[src/rtl/nn_ctrl_pkg.sv]
// Shared types for the network phase controller: phase/mode enums and
// the bit positions used in the phase_start strobe vector.
package nn_ctrl_pkg;

    typedef enum logic [2:0] {
        IDLE = 3'd0,
        FH   = 3'd1,
        FO   = 3'd2,
        BO   = 3'd3,
        BH   = 3'd4,
        DONE = 3'd5
    } phase_e;

    typedef enum logic {
        TRAIN = 1'b0,
        VALID = 1'b1
    } mode_e;

    localparam int PHASE_FPH = 3;
    localparam int PHASE_FPO = 2;
    localparam int PHASE_BPH = 1;
    localparam int PHASE_BPO = 0;

    function automatic logic in_phase(phase_e s);
        return (s == FH) || (s == FO) || (s == BO) || (s == BH);
    endfunction

endpackage

[src/rtl/nn_phase_sequencer_if.sv]
// Host-control and datapath-enable bundle of the phase sequencer.
// Handshake: start_* is honoured only while the sequencer is idle (busy low,
// no done cycle); abort is honoured only while busy; every output is a registered level or one-cycle pulse.
interface nn_phase_sequencer_if #(
    parameter int SAMP_W = 8
);
    import nn_ctrl_pkg::*;

    logic              start_train;
    logic              start_valid;
    logic              abort;
    logic [SAMP_W-1:0] num_samples;

    logic              fph;
    logic              fpo;
    logic              bph;
    logic              bpo;
    logic [3:0]        phase_start;
    logic              busy;
    logic [SAMP_W-1:0] sample_idx;
    logic              sample_done;
    logic              train_done;
    logic              valid_done;
    logic              aborted;
    phase_e            state;

    modport master (
        output start_train, start_valid, abort, num_samples,
        input  fph, fpo, bph, bpo, phase_start, busy, sample_idx,
        input  sample_done, train_done, valid_done, aborted, state
    );

    modport slave (
        input  start_train, start_valid, abort, num_samples,
        output fph, fpo, bph, bpo, phase_start, busy, sample_idx,
        output sample_done, train_done, valid_done, aborted, state
    );

endinterface

[src/rtl/nn_phase_timer.sv]
// Per-phase cycle counter: cleared on load, otherwise counts up; tc flags
// the final cycle of the running phase.
module nn_phase_timer #(
    parameter int CNT_W = 5
) (
    input  logic             clk,
    input  logic             rst,
    input  logic             load,
    input  logic [CNT_W-1:0] last,
    output logic [CNT_W-1:0] cnt_next,
    output logic             tc
);

    logic [CNT_W-1:0] cnt_q;
    logic [CNT_W-1:0] cnt_d;

    always_comb begin
        cnt_d = load ? '0 : cnt_q + CNT_W'(1);
    end

    always_ff @(posedge clk or posedge rst) begin
        if (rst) begin
            cnt_q <= '0;
        end else begin
            cnt_q <= cnt_d;
        end
    end

    assign cnt_next = cnt_d;
    assign tc       = (cnt_q == last);

endmodule

[src/rtl/nn_phase_sequencer.sv]
// Batch phase sequencer: walks FH/FO(/BO/BH) per sample, drives phase
// enables, start strobes, done/abort pulses; all outputs registered.
module nn_phase_sequencer
    import nn_ctrl_pkg::*;
#(
    parameter int L_FH   = 5,
    parameter int L_FO   = 16,
    parameter int L_BO   = 16,
    parameter int L_BH   = 16,
    parameter int SAMP_W = 8,
    parameter int CNT_W  = 5
) (
    input  logic                 clk,
    input  logic                 rst,
    nn_phase_sequencer_if.slave  bus
);

    localparam logic [CNT_W-1:0] LAST_FH = CNT_W'(L_FH - 1);
    localparam logic [CNT_W-1:0] LAST_FO = CNT_W'(L_FO - 1);
    localparam logic [CNT_W-1:0] LAST_BO = CNT_W'(L_BO - 1);
    localparam logic [CNT_W-1:0] LAST_BH = CNT_W'(L_BH - 1);

    function automatic logic [CNT_W-1:0] last_of(phase_e s);
        case (s)
            FH:      return LAST_FH;
            FO:      return LAST_FO;
            BO:      return LAST_BO;
            BH:      return LAST_BH;
            default: return '0;
        endcase
    endfunction

    phase_e            state_q, state_d;
    mode_e             mode_q, mode_d;
    logic [SAMP_W-1:0] n_last_q, n_last_d;
    logic [SAMP_W-1:0] idx_q, idx_d;
    logic              fph_q, fph_d, fpo_q, fpo_d, bph_q, bph_d, bpo_q, bpo_d;
    logic [3:0]        ps_q, ps_d;
    logic              busy_q, busy_d;
    logic              sdone_q, sdone_d;
    logic              tdone_q, tdone_d;
    logic              vdone_q, vdone_d;
    logic              abrt_q, abrt_d;

    logic              phase_enter;
    logic              sample_end;
    logic              tmr_load;
    logic [CNT_W-1:0]  cnt_next;
    logic              tc;

    nn_phase_timer #(.CNT_W(CNT_W)) u_timer (
        .clk      (clk),
        .rst      (rst),
        .load     (tmr_load),
        .last     (last_of(state_q)),
        .cnt_next (cnt_next),
        .tc       (tc)
    );

    // Next-state: sample_end is the end-of-sample decision, resolved in the
    // same cycle so the next sample's FH follows with no gap.
    always_comb begin
        state_d     = state_q;
        mode_d      = mode_q;
        n_last_d    = n_last_q;
        idx_d       = idx_q;
        phase_enter = 1'b0;
        sample_end  = 1'b0;
        abrt_d      = 1'b0;

        case (state_q)
            IDLE: begin
                if (!bus.abort && (bus.start_train || bus.start_valid)) begin
                    mode_d      = bus.start_train ? TRAIN : VALID;
                    n_last_d    = (bus.num_samples == '0) ? '0
                                : bus.num_samples - SAMP_W'(1);
                    idx_d       = '0;
                    state_d     = FH;
                    phase_enter = 1'b1;
                end
            end
            FH: begin
                if (tc) begin
                    state_d     = FO;
                    phase_enter = 1'b1;
                end
            end
            FO: begin
                if (tc) begin
                    if (mode_q == TRAIN) begin
                        state_d     = BO;
                        phase_enter = 1'b1;
                    end else begin
                        sample_end = 1'b1;
                    end
                end
            end
            BO: begin
                if (tc) begin
                    state_d     = BH;
                    phase_enter = 1'b1;
                end
            end
            BH: begin
                if (tc) begin
                    sample_end = 1'b1;
                end
            end
            DONE:    state_d = IDLE;
            default: state_d = IDLE;
        endcase

        if (sample_end) begin
            if (idx_q == n_last_q) begin
                state_d = DONE;
            end else begin
                idx_d       = idx_q + SAMP_W'(1);
                state_d     = FH;
                phase_enter = 1'b1;
            end
        end

        // Abort overrides everything, including a completing final phase.
        if (bus.abort && in_phase(state_q)) begin
            state_d     = IDLE;
            idx_d       = '0;
            phase_enter = 1'b0;
            abrt_d      = 1'b1;
        end
    end

    // Outputs are decoded from the next state so they land in the flops
    // together with it.
    always_comb begin
        tmr_load = phase_enter || !in_phase(state_d);
        fph_d    = (state_d == FH);
        fpo_d    = (state_d == FO);
        bph_d    = (state_d == BH);
        bpo_d    = (state_d == BO);
        ps_d     = '0;
        ps_d[PHASE_FPH] = phase_enter && (state_d == FH);
        ps_d[PHASE_FPO] = phase_enter && (state_d == FO);
        ps_d[PHASE_BPH] = phase_enter && (state_d == BH);
        ps_d[PHASE_BPO] = phase_enter && (state_d == BO);
        busy_d   = in_phase(state_d);
        sdone_d  = (((state_d == FO) && (mode_d == VALID)) || (state_d == BH))
                 && (cnt_next == last_of(state_d));
        tdone_d  = (state_d == DONE) && (mode_q == TRAIN);
        vdone_d  = (state_d == DONE) && (mode_q == VALID);
    end

    always_ff @(posedge clk or posedge rst) begin
        if (rst) begin
            state_q  <= IDLE;
            mode_q   <= TRAIN;
            n_last_q <= '0;
            idx_q    <= '0;
            fph_q    <= 1'b0;
            fpo_q    <= 1'b0;
            bph_q    <= 1'b0;
            bpo_q    <= 1'b0;
            ps_q     <= '0;
            busy_q   <= 1'b0;
            sdone_q  <= 1'b0;
            tdone_q  <= 1'b0;
            vdone_q  <= 1'b0;
            abrt_q   <= 1'b0;
        end else begin
            state_q  <= state_d;
            mode_q   <= mode_d;
            n_last_q <= n_last_d;
            idx_q    <= idx_d;
            fph_q    <= fph_d;
            fpo_q    <= fpo_d;
            bph_q    <= bph_d;
            bpo_q    <= bpo_d;
            ps_q     <= ps_d;
            busy_q   <= busy_d;
            sdone_q  <= sdone_d;
            tdone_q  <= tdone_d;
            vdone_q  <= vdone_d;
            abrt_q   <= abrt_d;
        end
    end

    assign bus.fph         = fph_q;
    assign bus.fpo         = fpo_q;
    assign bus.bph         = bph_q;
    assign bus.bpo         = bpo_q;
    assign bus.phase_start = ps_q;
    assign bus.busy        = busy_q;
    assign bus.sample_idx  = idx_q;
    assign bus.sample_done = sdone_q;
    assign bus.train_done  = tdone_q;
    assign bus.valid_done  = vdone_q;
    assign bus.aborted     = abrt_q;
    assign bus.state       = state_q;

endmodule

[src/flat_wrapper.sv]
// flat-port wrapper written by rule: the top's interface ports become plain ports
module nn_phase_sequencer_flat import nn_ctrl_pkg::*;
#(
    parameter int L_FH   = 5,
    parameter int L_FO   = 16,
    parameter int L_BO   = 16,
    parameter int L_BH   = 16,
    parameter int SAMP_W = 8,
    parameter int CNT_W  = 5
)
  (clk, rst, bus_start_train, bus_start_valid, bus_abort, bus_num_samples, bus_fph, bus_fpo, bus_bph, bus_bpo, bus_phase_start, bus_busy, bus_sample_idx, bus_sample_done, bus_train_done, bus_valid_done, bus_aborted, bus_state);
  nn_phase_sequencer_if #(.SAMP_W(SAMP_W)) bus_i ();
  input  logic clk;
  input  logic rst;
  input wire logic [$bits(bus_i.start_train)-1:0] bus_start_train;
  input wire logic [$bits(bus_i.start_valid)-1:0] bus_start_valid;
  input wire logic [$bits(bus_i.abort)-1:0] bus_abort;
  input wire logic [$bits(bus_i.num_samples)-1:0] bus_num_samples;
  output wire logic [$bits(bus_i.fph)-1:0] bus_fph;
  output wire logic [$bits(bus_i.fpo)-1:0] bus_fpo;
  output wire logic [$bits(bus_i.bph)-1:0] bus_bph;
  output wire logic [$bits(bus_i.bpo)-1:0] bus_bpo;
  output wire logic [$bits(bus_i.phase_start)-1:0] bus_phase_start;
  output wire logic [$bits(bus_i.busy)-1:0] bus_busy;
  output wire logic [$bits(bus_i.sample_idx)-1:0] bus_sample_idx;
  output wire logic [$bits(bus_i.sample_done)-1:0] bus_sample_done;
  output wire logic [$bits(bus_i.train_done)-1:0] bus_train_done;
  output wire logic [$bits(bus_i.valid_done)-1:0] bus_valid_done;
  output wire logic [$bits(bus_i.aborted)-1:0] bus_aborted;
  output wire logic [$bits(bus_i.state)-1:0] bus_state;
  assign bus_i.start_train = bus_start_train;
  assign bus_i.start_valid = bus_start_valid;
  assign bus_i.abort = bus_abort;
  assign bus_i.num_samples = bus_num_samples;
  assign bus_fph = bus_i.fph;
  assign bus_fpo = bus_i.fpo;
  assign bus_bph = bus_i.bph;
  assign bus_bpo = bus_i.bpo;
  assign bus_phase_start = bus_i.phase_start;
  assign bus_busy = bus_i.busy;
  assign bus_sample_idx = bus_i.sample_idx;
  assign bus_sample_done = bus_i.sample_done;
  assign bus_train_done = bus_i.train_done;
  assign bus_valid_done = bus_i.valid_done;
  assign bus_aborted = bus_i.aborted;
  assign bus_state = bus_i.state;
  nn_phase_sequencer #(.L_FH(L_FH), .L_FO(L_FO), .L_BO(L_BO), .L_BH(L_BH), .SAMP_W(SAMP_W), .CNT_W(CNT_W)) u_core (.clk(clk), .rst(rst), .bus(bus_i));
endmodule
[config.mk]
export PLATFORM = sky130hd
export DESIGN_NAME = nn_phase_sequencer_flat
export DESIGN_NICKNAME = d
export VERILOG_FILES = /design/src/rtl/nn_ctrl_pkg.sv /design/src/rtl/nn_phase_sequencer_if.sv /design/src/rtl/nn_phase_timer.sv /design/src/rtl/nn_phase_sequencer.sv /design/src/flat_wrapper.sv
export SDC_FILE = /design/constraint.sdc
export NUM_CORES = 1
export LEC_CHECK = 0
export BUFFER_PORTS_ARGS = -buffer_cell sky130_fd_sc_hd__buf_2
export CORE_MARGIN = 2
export CORE_UTILIZATION = 57
export CTS_BUF_LIST = sky130_fd_sc_hd__clkbuf_2 sky130_fd_sc_hd__clkbuf_4 sky130_fd_sc_hd__clkbuf_8
export CTS_CLUSTER_DIAMETER = 200
export DETAILED_ROUTE_END_ITERATION = 7
export PLACE_DENSITY = 0.81
export RECOVER_POWER = 100
export SLEW_MARGIN = 30
export SYNTH_ARGS = -nofsm -noshare
export SYNTH_HDL_FRONTEND = slang
export SYNTH_SLANG_ARGS = --single-unit
export TNS_END_PERCENT = 50
[constraint.sdc]
create_clock -name clk -period 3.35 [get_ports clk]
set_clock_uncertainty 0.1 [all_clocks]
set_input_delay 0.335 -clock clk [delete_from_list [all_inputs] [get_ports clk]]
set_output_delay 0.335 -clock clk [all_outputs]
set_load 0.02 [all_outputs]
## Yosys cells after proc, flatten, opt, wreduce, memory -nomap -nowiden

Cells that the tools add are included.

- Output and inout bits: 24
- Word-level logic and storage cells: 91
- Flip-flop bits (word level): 38
- Input bits: 13

- Add/sub/neg operators: 3
- Mux-type cells: 33
- Reductions and logical operators: 27
- Bitwise operators: 1
- Equal/unequal tests: 12

Operator list:

| operator | count |
|---|---|
| 8-bit two-way mux | 6 |
| 3-bit two-way mux | 8 |
| 4-bit case mux with 2 select lines | 2 |
| 3-bit case mux with 5 select lines | 1 |
| 1-bit two-way mux | 13 |
| 3-bit by 2-bit == test with 1-bit output (second input constant) | 4 |
| 1-bit logical AND | 10 |
| 3-bit == test (second input constant) | 3 |
| 1-bit logical OR | 9 |
| 8-bit by 1-bit adder with 8-bit output (second input constant) | 1 |
| 8-bit == test | 1 |
| 8-bit zero test | 1 |
| 8-bit by 1-bit subtractor with 8-bit output (second input constant) | 1 |
| 3-bit by 1-bit == test with 1-bit output (second input constant) | 2 |
| 3-bit OR reduction | 2 |
| 5-bit by 1-bit adder with 5-bit output (second input constant) | 1 |
| 5-bit by 4-bit == test with 1-bit output | 1 |
| 5-bit == test | 1 |
| 5-bit two-way mux | 1 |
| 3-bit zero test | 1 |
| 1-bit case mux with 3 select lines | 1 |
| 1-bit zero test | 2 |
| 1-bit case mux with 2 select lines | 1 |
| 2-bit AND reduction | 1 |
| 2 further kinds | 2 |

## Logic depth before layout (Yosys ltp)

Gate-level depths: netlist (run 1).

- Depth in word-level cells: 17
- Gate-level depth with buffers: 9
- Mapped depth without buffers: 7

## Modules after synthesis

A second synthesis (run 1) with hierarchy kept.

- Cell total of the unflattened synthesis: 226
- Area, all modules: 2104.5 um^2

Modules (own cells, without submodules):

| module | seq. area each (um^2) | times used | cells an instance | area an instance (um^2) |
|---|---|---|---|---|
| nn_phase_sequencer | 825.8 | 1 | 202 | 1851.8 |
| nn_phase_timer | 125.1 | 1 | 24 | 252.7 |

## Worst setup path after synthesis (run 1)

Ideal clock, no wire load.

- Path type: register to register
- Start point: register u_core.state_q[0] (netlist: u_core.bus.state[0])
- End point: register u_core.u_timer.cnt_q[0]
- Setup slack: 0.723 ns
- Buffers on the path: 1
- Data arrival time: 2.432 ns
- Data required time: 3.155 ns
- Cell stages (with the launch flop): 9
- Library setup time: 0.095 ns
- Clock period less this slack: 2.627 ns
- Cells stage by stage: dfrtp_1 -> buf_6 -> or2_4 -> mux2i_1 -> a2111oi_4 -> nand3b_1 -> a32o_1 -> o21a_4 -> nor4b_2

- Word-level cells in the longest chain between the ends: 15
- Elaborated cells on any way between the ends: 39
- Classes of those cells: eq/ne (9); mux (18); reduce/logical (12)

Ends and longest elaborated chain:

| item | RTL line | text |
|---|---|---|
| from (decl) | nn_phase_sequencer.sv:33 | `phase_e state_q, state_d;` |
| from (signal assigned) | nn_phase_sequencer.sv:169 | `state_q <= state_d;` |
| 3-bit == test / 3-bit by 2-bit == test with 1-bit output (equally long branches) | nn_ctrl_pkg.sv:25, nn_phase_sequencer.sv:24, nn_phase_sequencer.sv:71 |  |
| 3-bit OR reduction (no line) | - |  |
| 4-bit case mux with 2 select lines | nn_phase_sequencer.sv:24 | `case (s)` |
| 5-bit == test | nn_phase_timer.sv:30 | `assign tc = (cnt_q == last);` |
| 3-bit two-way mux, or another cell as far along | nn_phase_sequencer.sv:99 | `if (tc) begin` |
| 3-bit case mux with 5 select lines / 1-bit case mux with 2 select lines (equally long branches) | nn_phase_sequencer.sv:71 | `case (state_q)` |
| 3-bit two-way mux | nn_phase_sequencer.sv:113 | `if (sample_end) begin` |
| 3-bit two-way mux * | nn_phase_sequencer.sv:124 | `if (bus.abort && in_phase(state_q)) begin` |
| via u_core.state_d[1] | nn_phase_sequencer.sv:33 |  |
| 3-bit by 1-bit == test with 1-bit output / 3-bit by 2-bit == test with 1-bit output (equally long branches) | nn_ctrl_pkg.sv:25 | `return (s == FH) \|\| (s == FO) \|\| (s == BO) \|\| (s == BH);` |
| 1-bit logical OR (2 in series) | nn_ctrl_pkg.sv:25 |  |
| 1-bit logical OR * | nn_ctrl_pkg.sv:25 |  |
| 1-bit zero test * | nn_phase_sequencer.sv:135 | `tmr_load = phase_enter \|\| !in_phase(state_d);` |
| 1-bit logical OR * | nn_phase_sequencer.sv:135 |  |
| 5-bit two-way mux * | nn_phase_timer.sv:18 | `cnt_d = load ? '0 : cnt_q + CNT_W'(1);` |
| via u_core.cnt_next[0] | nn_phase_sequencer.sv:48 | `logic [CNT_W-1:0] cnt_next;` |
| to (signal assigned) | nn_phase_timer.sv:25 | `cnt_q <= cnt_d;` |
| to (decl) | nn_phase_timer.sv:14 | `logic [CNT_W-1:0] cnt_q;` |

Mark *: on every way through the listed nets, which the timed path passes. The rest lies on a longest branch.
A chain may end at the register's enable or synchronous reset.

## Worst setup path after layout (run 1)

- Start point: register u_core.state_q[1] (netlist: u_core.bus.state[1])
- End point: register u_core.ps_q[3] (netlist: u_core.bus.phase_start[3])

- Word-level cells in the longest chain between the ends: 10
- Elaborated cells on any way between the ends: 31
- Classes of those cells: eq/ne (6); mux (17); reduce/logical (8)

Ends and longest elaborated chain:

| item | RTL line | text |
|---|---|---|
| 3-bit == test / 3-bit by 2-bit == test with 1-bit output (equally long branches) | nn_ctrl_pkg.sv:25, nn_phase_sequencer.sv:24, nn_phase_sequencer.sv:71 |  |
| 3-bit OR reduction (no line) | - |  |
| 4-bit case mux with 2 select lines | nn_phase_sequencer.sv:24 |  |
| 5-bit == test | nn_phase_timer.sv:30 |  |
| 3-bit two-way mux, or another cell as far along | nn_phase_sequencer.sv:99 |  |
| 3-bit case mux with 5 select lines / 1-bit case mux with 2 select lines (equally long branches) | nn_phase_sequencer.sv:71 |  |
| 3-bit two-way mux | nn_phase_sequencer.sv:113 |  |
| 3-bit two-way mux * | nn_phase_sequencer.sv:124 |  |
| via u_core.state_d[0] | nn_phase_sequencer.sv:33 |  |
| 3-bit by 1-bit == test with 1-bit output * | - |  |
| via u_core.fph_d | nn_phase_sequencer.sv:37 | `logic fph_q, fph_d, fpo_q, fpo_d, bph_q, bph_d, bpo_q, bpo_d;` |
| 1-bit logical AND * | nn_phase_sequencer.sv:141 | `ps_d[PHASE_FPH] = phase_enter && (state_d == FH);` |
| via u_core.ps_d[3] | nn_phase_sequencer.sv:38 | `logic [3:0] ps_q, ps_d;` |
| to (signal assigned) | nn_phase_sequencer.sv:177 | `ps_q <= ps_d;` |
| to (decl) | nn_phase_sequencer.sv:38 |  |

Marks and branches as above.

==> results of run 1 <==
-- state kept, by name, summed over array words and instances, names as in the netlist --
name                    flops
u_core.bus.valid_done       1
u_core.bus.fph              1
u_core.mode_q               1
u_core.bus.fpo              1
u_core.bus.bph              1
u_core.bus.aborted          1
u_core.bus.sample_done      1
u_core.u_timer.cnt_q        5
u_core.bus.bpo              1
u_core.bus.busy             1
u_core.bus.train_done       1
u_core.bus.state            3
u_core.bus.phase_start      4
u_core.n_last_q             8
u_core.bus.sample_idx       8
-- final cells by class --
cell class	count	area [µm²]
multi-input cells	163	1050
repair buffers	40	175
inverters	6	22.5
fillers	292	1100
well taps	46	57.6
clock buffers	7	52.6
flip-flops and latches	38	951
-- synth_stat cells (3+ instances only) --
cell	count	share of area, %
sky130_fd_sc_hd__a21oi_1	13	3.1
sky130_fd_sc_hd__and2_1	3	0.91
sky130_fd_sc_hd__and3_1	4	1.2
sky130_fd_sc_hd__dfrtp_1	38	46
sky130_fd_sc_hd__ha_1	3	1.8
sky130_fd_sc_hd__inv_1	6	1.1
sky130_fd_sc_hd__nand2_1	22	4.0
sky130_fd_sc_hd__nand2b_1	3	0.91
sky130_fd_sc_hd__nand3_1	8	1.9
sky130_fd_sc_hd__nor2_1	20	3.6
sky130_fd_sc_hd__nor2b_1	5	1.5
sky130_fd_sc_hd__nor3_1	9	2.2
sky130_fd_sc_hd__nor3b_1	3	1.1
sky130_fd_sc_hd__nor4_1	4	1.2
sky130_fd_sc_hd__o21ai_0	15	3.6
sky130_fd_sc_hd__or3b_1	3	1.3
sky130_fd_sc_hd__xnor2_1	7	3.0
sky130_fd_sc_hd__xor2_1	9	3.8
-- worst min-delay path by stage --
stage | end
floorplan | u_core.bus.phase_start[2]$_DFF_PP0_
global placement | u_core.bus.busy$_DFF_PP0_
detailed placement | u_core.u_timer.cnt_q[2]$_DFF_PP0_
CTS | u_core.n_last_q[0]$_DFFE_PP0P_
global route | u_core.n_last_q[0]$_DFFE_PP0P_
finish | u_core.n_last_q[0]$_DFFE_PP0P_
-- critical path, cell delays in order (launching register included) --
cell	delay, ps
sky130_fd_sc_hd__dfrtp_1	510
sky130_fd_sc_hd__or2_4	300
sky130_fd_sc_hd__mux2i_1	150
sky130_fd_sc_hd__a2111oi_4	550
sky130_fd_sc_hd__a21oi_1	150
sky130_fd_sc_hd__o31ai_2	660
sky130_fd_sc_hd__nor3b_2	310
sky130_fd_sc_hd__nor2b_1	160
-- cells in the final DEF, fill, tap and decap left out, types with 3 or more instances in the layout --
master,count
sky130_fd_sc_hd__ha_1,3
sky130_fd_sc_hd__xor2_1,9
sky130_fd_sc_hd__nor4_1,4
sky130_fd_sc_hd__a21oi_1,13
sky130_fd_sc_hd__o21ai_0,15
sky130_fd_sc_hd__buf_2,12
sky130_fd_sc_hd__nand2b_1,3
sky130_fd_sc_hd__or3b_1,3
sky130_fd_sc_hd__clkbuf_4,7
sky130_fd_sc_hd__inv_1,6
sky130_fd_sc_hd__clkbuf_1,26
sky130_fd_sc_hd__dfrtp_1,38
sky130_fd_sc_hd__nor3b_1,3
sky130_fd_sc_hd__and3_1,4
sky130_fd_sc_hd__nand2_1,22
sky130_fd_sc_hd__nand3_1,8
sky130_fd_sc_hd__nor2_1,20
sky130_fd_sc_hd__xnor2_1,7
sky130_fd_sc_hd__nor2b_1,5
sky130_fd_sc_hd__and2_0,3
sky130_fd_sc_hd__nor3_1,9
-- per-stage QoR --
| stage | setup slack [ps] | utilization, % | cells | hold WS (ps) | power [µW] |
|---|---|---|---|---|---|
| final | 377 | 67.7 | 300 | 106 | 1820 |
| after global routing | 103 | 67.7 | 300 | 120 | 1970 |
| after CTS | 449 | 69.0 | 300 | 101 | 1870 |
| after detailed placement | 460 | 67.2 | 292 | 377 | 1640 |
| after global placement | 578 | 67.2 | 292 | 373 | 1610 |
| after floorplan | 723 | - | 213 | 307 | 1420 |
-- power by group through the flow --
stage,Sequential [µW],Combinational (µW),Clock [µW]
2_1_floorplan,714,702,0
3_3_place_gp,685,926,0
3_5_place_dp,694,944,0
4_1_cts,685,946,242
5_1_grt,707,1010,256
6_report,688,896,238
-- cell families (layout without fill, tap and decap cells) --
| logic type | count (synthesis) | in the layout | synth area share, % |
|---|---|---|---|
| flops | 38 | 38 | 46.0 |
| fa+ha+maj | 4 | 4 | 2.30 |
| compound gates | 39 | 39 | 14.1 |
| mux | 1 | 1 | 0.484 |
| simple gates | 103 | 103 | 27.7 |
| buf+inv | 12 | 53 | 2.66 |
| xor+xnor | 16 | 16 | 6.78 |
-- layer usage --
layer | GRT usage, % | up-vias
li1 | - | 829
met1 | 30.8 | 815
met2 | 37.5 | 50
met3 | 4.75 | 13
met5 | 0 | -
met4 | 11.2 | 0
==> flow_summary_export.csv, run 1 <==
group,metric,value,unit
synth,synth.cell_area,2070,µm²
power,switching_power,826,µW
timing,finalSetupViolations,0,
synth,dominant_register_cell_in_the_synthesized_netlist,"sky130_fd_sc_hd__dfrtp_1",
clocking,cts_root_buffer,"sky130_fd_sc_hd__clkbuf_4",
timing,finalMaxSlewViolations,0,
power,power.clock.fraction,13.0,%
synth,synth-warning-count,0,
clocking,cts_buffer_depth,2,
die,placementRows,21,
die,pin_count,37,
route,detailroute.via_count,1707,
global_routing,grtUsageTotal,23.5,%
power,ir_worst_vdd,0.000424,V
power,static-leakage-power,0.00103,µW
setup_path,timing.critical_path.from,"u_core.bus.state[1]$_DFF_PP0_",
clocking,tritoncts_num_sinks,38,
route,met1Wirelength,1.98,mm
synth,synth_seq_area_share,46.0,%
clocking,post-cts-setup-buffers,0,
hold_path,worstHoldPathType,"in2reg",
hold_path,whs_path_depth,2,
setup_path,setup.worst_path.class,"reg2reg",
clocking,htree_levels,2,
die,floorplan.core_area,3420,µm²
route,met3WireLength,205,µm
setup_path,critical_path.reg2reg.endpoint,"u_core.bus.phase_start[3]$_DFF_PP0_",
timing,final.min_clock_period,2970,ps
setup_path,ff2ff_setup_slack,380,ps
global_routing,grt_antenna_before_repair,0,
timing,post-route-period-util,88.8,%
placed_design,io_buffer_count,36,
power,power.density_cell_area,788,nW/µm²
die,initial_core_util,60.5,%
clocking,ctsResizeCount,0,
timing,max_freq,336,MHz
synth,post_synth.cell_area_avg,9.71,µm²
power,internal_power,996,µW
setup_path,critical_path.endpoint_type,"flop",
setup_path,setup.worst_path.start_class,"flop",
power,share_comb_of_total_power,49.2,%
layout,final_nets,270,
timing,grt_setup_unrepaired,"no",
layout,share_of_cells_above_drive_strength_1,12.6,%
run_status,outcome,"finished, final reports clean",
die,floorplan.die_area,4130,µm²
clocking,clock_tree_from_tritoncts,"yes",
setup_path,critical_path.max_fanout,12,
global_routing,grt_first_pass_wirelength,7.47,mm
power,pwr-share-seq,37.8,%
global_routing,via_count_of_the_first_global_routing_pass,1642,
route,route.met2.wl,1.90,mm
route,detail_route.first_pass.iterations,4,
route,wire_per_inst,14.0,µm
route,drtAntennaViolNets,0,
route,finalWirelength,4.20,mm
setup_path,regToRegStartpoint,"u_core.bus.state[1]$_DFF_PP0_",
timing,setup_tns,0,ps
synth,syn_nets,229,
clocking,tritoncts.num_buffers,5,
run,cap_viol_max_count,0,
route,first_iter_violations,122,
timing,relSlewSlack,30.2,%
synth,count_of_flip_flops_with_a_built_in_enable_after_synthesis,0,
clocking,clk-insertion-delay-late,350,ps
hold_path,min-delay-start,"bus_num_samples[0]",
route,vias_per_cell,5.69,
placed_design,detailedPlacementHpwl,3.18,mm
route,highest_layer,"met4",
synth,async_flop_share,100,%
synth,postSynthCellCount,213,
global_routing,grt_start_max_net_pins,21,
setup_path,worstSetupEndpoint,"u_core.bus.phase_start[3]$_DFF_PP0_",
power,switching_share,45.3,%
layout,area_delta_synth_final,11.7,%
die,die_ht,64.2,µm
clocking,cts-hold-fix-buffers,1,
synth,synthDistinctLibCells,52,
setup_path,r2r_depth,7,
layout,post-route-cell-area,2310,µm²
global_routing,grt_ovf,0,
placed_design,postPlaceCellArea,2300,µm²
die,die_width,64.2,µm
setup_path,worst-endpoint-required,3520,ps
clocking,cts.clk_slew.worst_paths,100,ps
layout,antennaDiodeCount,0,
setup_path,crit_arrival,3140,ps
route,drt_drc_violations_left,0,
placed_design,place.gp.congestion,0.923,
synth,synth-seq-cells,38,
timing,final_hold_viol_count,0,
timing,tightestPinTransition,1050,ps
No activity file was read; power rests on OpenSTA's default activity.
==> inputs of run 2 (changes only) <==
--- a/config.mk
+++ b/config.mk
@@ -7,11 +7,11 @@
 export LEC_CHECK = 0
 export BUFFER_PORTS_ARGS = -buffer_cell sky130_fd_sc_hd__buf_2
 export CORE_MARGIN = 2
-export CORE_UTILIZATION = 57
+export CORE_UTILIZATION = 62
 export CTS_BUF_LIST = sky130_fd_sc_hd__clkbuf_2 sky130_fd_sc_hd__clkbuf_4 sky130_fd_sc_hd__clkbuf_8
 export CTS_CLUSTER_DIAMETER = 200
 export DETAILED_ROUTE_END_ITERATION = 7
-export PLACE_DENSITY = 0.81
+export PLACE_DENSITY = 0.87
 export RECOVER_POWER = 100
 export SLEW_MARGIN = 30
 export SYNTH_ARGS = -nofsm -noshare
==> constraint.sdc (replaced) <==
create_clock -name clk -period 3.65 [get_ports clk]
set_clock_uncertainty 0.1 [all_clocks]
set_input_delay 0.365 -clock clk [delete_from_list [all_inputs] [get_ports clk]]
set_output_delay 0.365 -clock clk [all_outputs]
set_load 0.02 [all_outputs]
==> flow_summary_export.csv, run 2 (synthesis results as in run 1) <==
group,metric,value,unit
setup_path,critPathSlowestCell,"sky130_fd_sc_hd__a2111oi_4",
run,cap_viol_max_count,1,
route,vias_per_cell,5.66,
hold_path,whs_path_depth,2,
timing,finalMaxSlewViolations,39,
global_routing,grt_first_pass_wirelength,6.80,mm
die,pin_count,37,
die,placementRows,20,
placed_design,postPlaceCellArea,2290,µm²
setup_path,regToRegStartpoint,"u_core.bus.state[1]$_DFF_PP0_",
route,wire_per_inst,13.5,µm
layout,post-route-cell-area,2280,µm²
layout,layout.cells.most_common_list,"sky130_fd_sc_hd__dfrtp_1, sky130_fd_sc_hd__clkbuf_1, sky130_fd_sc_hd__nand2_1, sky130_fd_sc_hd__nor2_1, sky130_fd_sc_hd__o21ai_0",
setup_path,setup.worst_path.start_class,"flop",
setup_path,ff2ff_setup_slack,650,ps
timing,final.min_clock_period,3000,ps
layout,share_of_cells_above_drive_strength_1,10.7,%
clocking,ctsResizeCount,0,
placed_design,detailedPlacementHpwl,2.93,mm
hold_path,hold_path_end,"u_core.n_last_q[0]$_DFFE_PP0P_",
timing,post-route-period-util,82.1,%
clocking,tritoncts_num_sinks,38,
clocking,htree_levels,2,
global_routing,grtUsageTotal,24.5,%
setup_path,critical_path.endpoint_type,"flop",
hold_path,min-delay-start,"bus_num_samples[0]",
die,die_ht,61.8,µm
hold_path,worstHoldPathType,"in2reg",
setup_path,path_buf_inv,0,
clocking,post-cts-setup-buffers,0,
power,power.density_cell_area,721,nW/µm²
setup_path,worst_path_dominant_cell_family,"compound AO/OA/AOI/OAI gates",
global_routing,grt_start_max_net_pins,39,
timing,final_hold_viol_count,0,
die,floorplan.core_area,3100,µm²
clocking,cts_buffer_depth,2,
layout,mostFrequentLayoutCell,"sky130_fd_sc_hd__dfrtp_1",
setup_path,worst-endpoint-required,3760,ps
run_status,outcome,"finished with violations",
die,die_width,61.8,µm
power,ir_worst_vdd,0.000476,V
global_routing,grt_ovf,0,
placed_design,io_buffer_count,36,
run_status,violations_in_the_final_reports,"capacitance limit, slew limit",
route,drt_drc_violations_left,0,
timing,tightestPinTransition,1910,ps
setup_path,setup.worst_path.class,"reg2reg",
setup_path,critPathMaxStageDelay,570,ps
layout,final_nets,268,
timing,max_freq,334,MHz
clocking,clock_tree_from_tritoncts,"yes",
placed_design,place.gp.congestion,0.856,
die,initial_core_util,66.7,%
layout,area_delta_synth_final,10.2,%
timing,setup_tns,0,ps
timing,finalSetupViolations,0,
route,detail_route.first_pass.iterations,4,
setup_path,critical_path.reg2reg.endpoint,"u_core.u_timer.cnt_q[3]$_DFF_PP0_",
route,first_iter_violations,152,
setup_path,cp_cell_sequence,"or2_0, mux2i_1, a2111oi_4, and2_0, a32o_1, o21a_1, nor3_1",
setup_path,critical_path.max_fanout,12,
route,drtAntennaViolNets,0,
clocking,cts.clk_slew.worst_paths,100,ps
route,detailroute.via_count,1676,
global_routing,via_count_of_the_first_global_routing_pass,1469,
clocking,tritoncts.num_buffers,5,
clocking,clk-insertion-delay-late,340,ps
global_routing,grt_antenna_before_repair,0,
die,floorplan.die_area,3810,µm²
clocking,cts_root_buffer,"sky130_fd_sc_hd__clkbuf_4",
power,static-leakage-power,0.00101,µW
clocking,cts-hold-fix-buffers,0,
timing,relSlewSlack,-27.3,%
setup_path,r2r_depth,7,
route,finalWirelength,4.01,mm
setup_path,crit_arrival,3110,ps
layout,antennaDiodeCount,0,
timing,grt_setup_unrepaired,"no",
run 2: layout make-up:
| class | count | area (µm²) |
|---|---|---|
| flip-flops and latches | 38 | 951 |
| clock buffers | 7 | 52.6 |
| well taps | 44 | 55.1 |
| inverters | 6 | 22.5 |
| fillers | 286 | 825 |
| repair buffers | 38 | 158 |
| multi-input cells | 163 | 1040 |
run 2: how the worst max path moves through the flow:
stage | to | depth (start not counted) | from
final | u_core.u_timer.cnt_q[3]$_DFF_PP0_ | 7 | u_core.bus.state[1]$_DFF_PP0_
after global routing | u_core.bus.sample_idx[6]$_DFF_PP0_ | 7 | u_core.bus.state[1]$_DFF_PP0_
after detailed placement | u_core.bus.sample_idx[5]$_DFF_PP0_ | 7 | u_core.bus.state[1]$_DFF_PP0_
after CTS | u_core.bus.sample_idx[5]$_DFF_PP0_ | 7 | u_core.bus.state[1]$_DFF_PP0_
after global placement | u_core.bus.sample_idx[2]$_DFF_PP0_ | 7 | u_core.bus.state[1]$_DFF_PP0_
after floorplan | u_core.u_timer.cnt_q[0]$_DFF_PP0_ | 8 | u_core.bus.state[0]$_DFF_PP0_
run 2: layer usage:
metal,global-route usage [%],up-vias,share of wire (%)
met1,33.8,782,46
met4,7.60,0,1.3
li1,-,829,-
met2,37.1,58,46
met3,7.87,7,6.2
met5,0,-,0
run 2: report_power, final:
part           total [µW]  switching [µW]  internal, µW
logic                 805             519           286
clock network         207             120          87.5
registers             629             101           529
run 2: metrics by stage:
stage | hold slack [ps] | cells | utilization, % | worst slack, ps | total power [µW]
final | 140 | 296 | 73.4 | 652 | 1640
after global routing | 133 | 296 | 73.4 | 419 | 1780
after CTS | 26.3 | 296 | 75.4 | 760 | 1690
after detailed placement | 390 | 289 | 73.7 | 766 | 1490
after global placement | 384 | 289 | 73.7 | 822 | 1460
after floorplan | 337 | 213 | - | 1020 | 1300
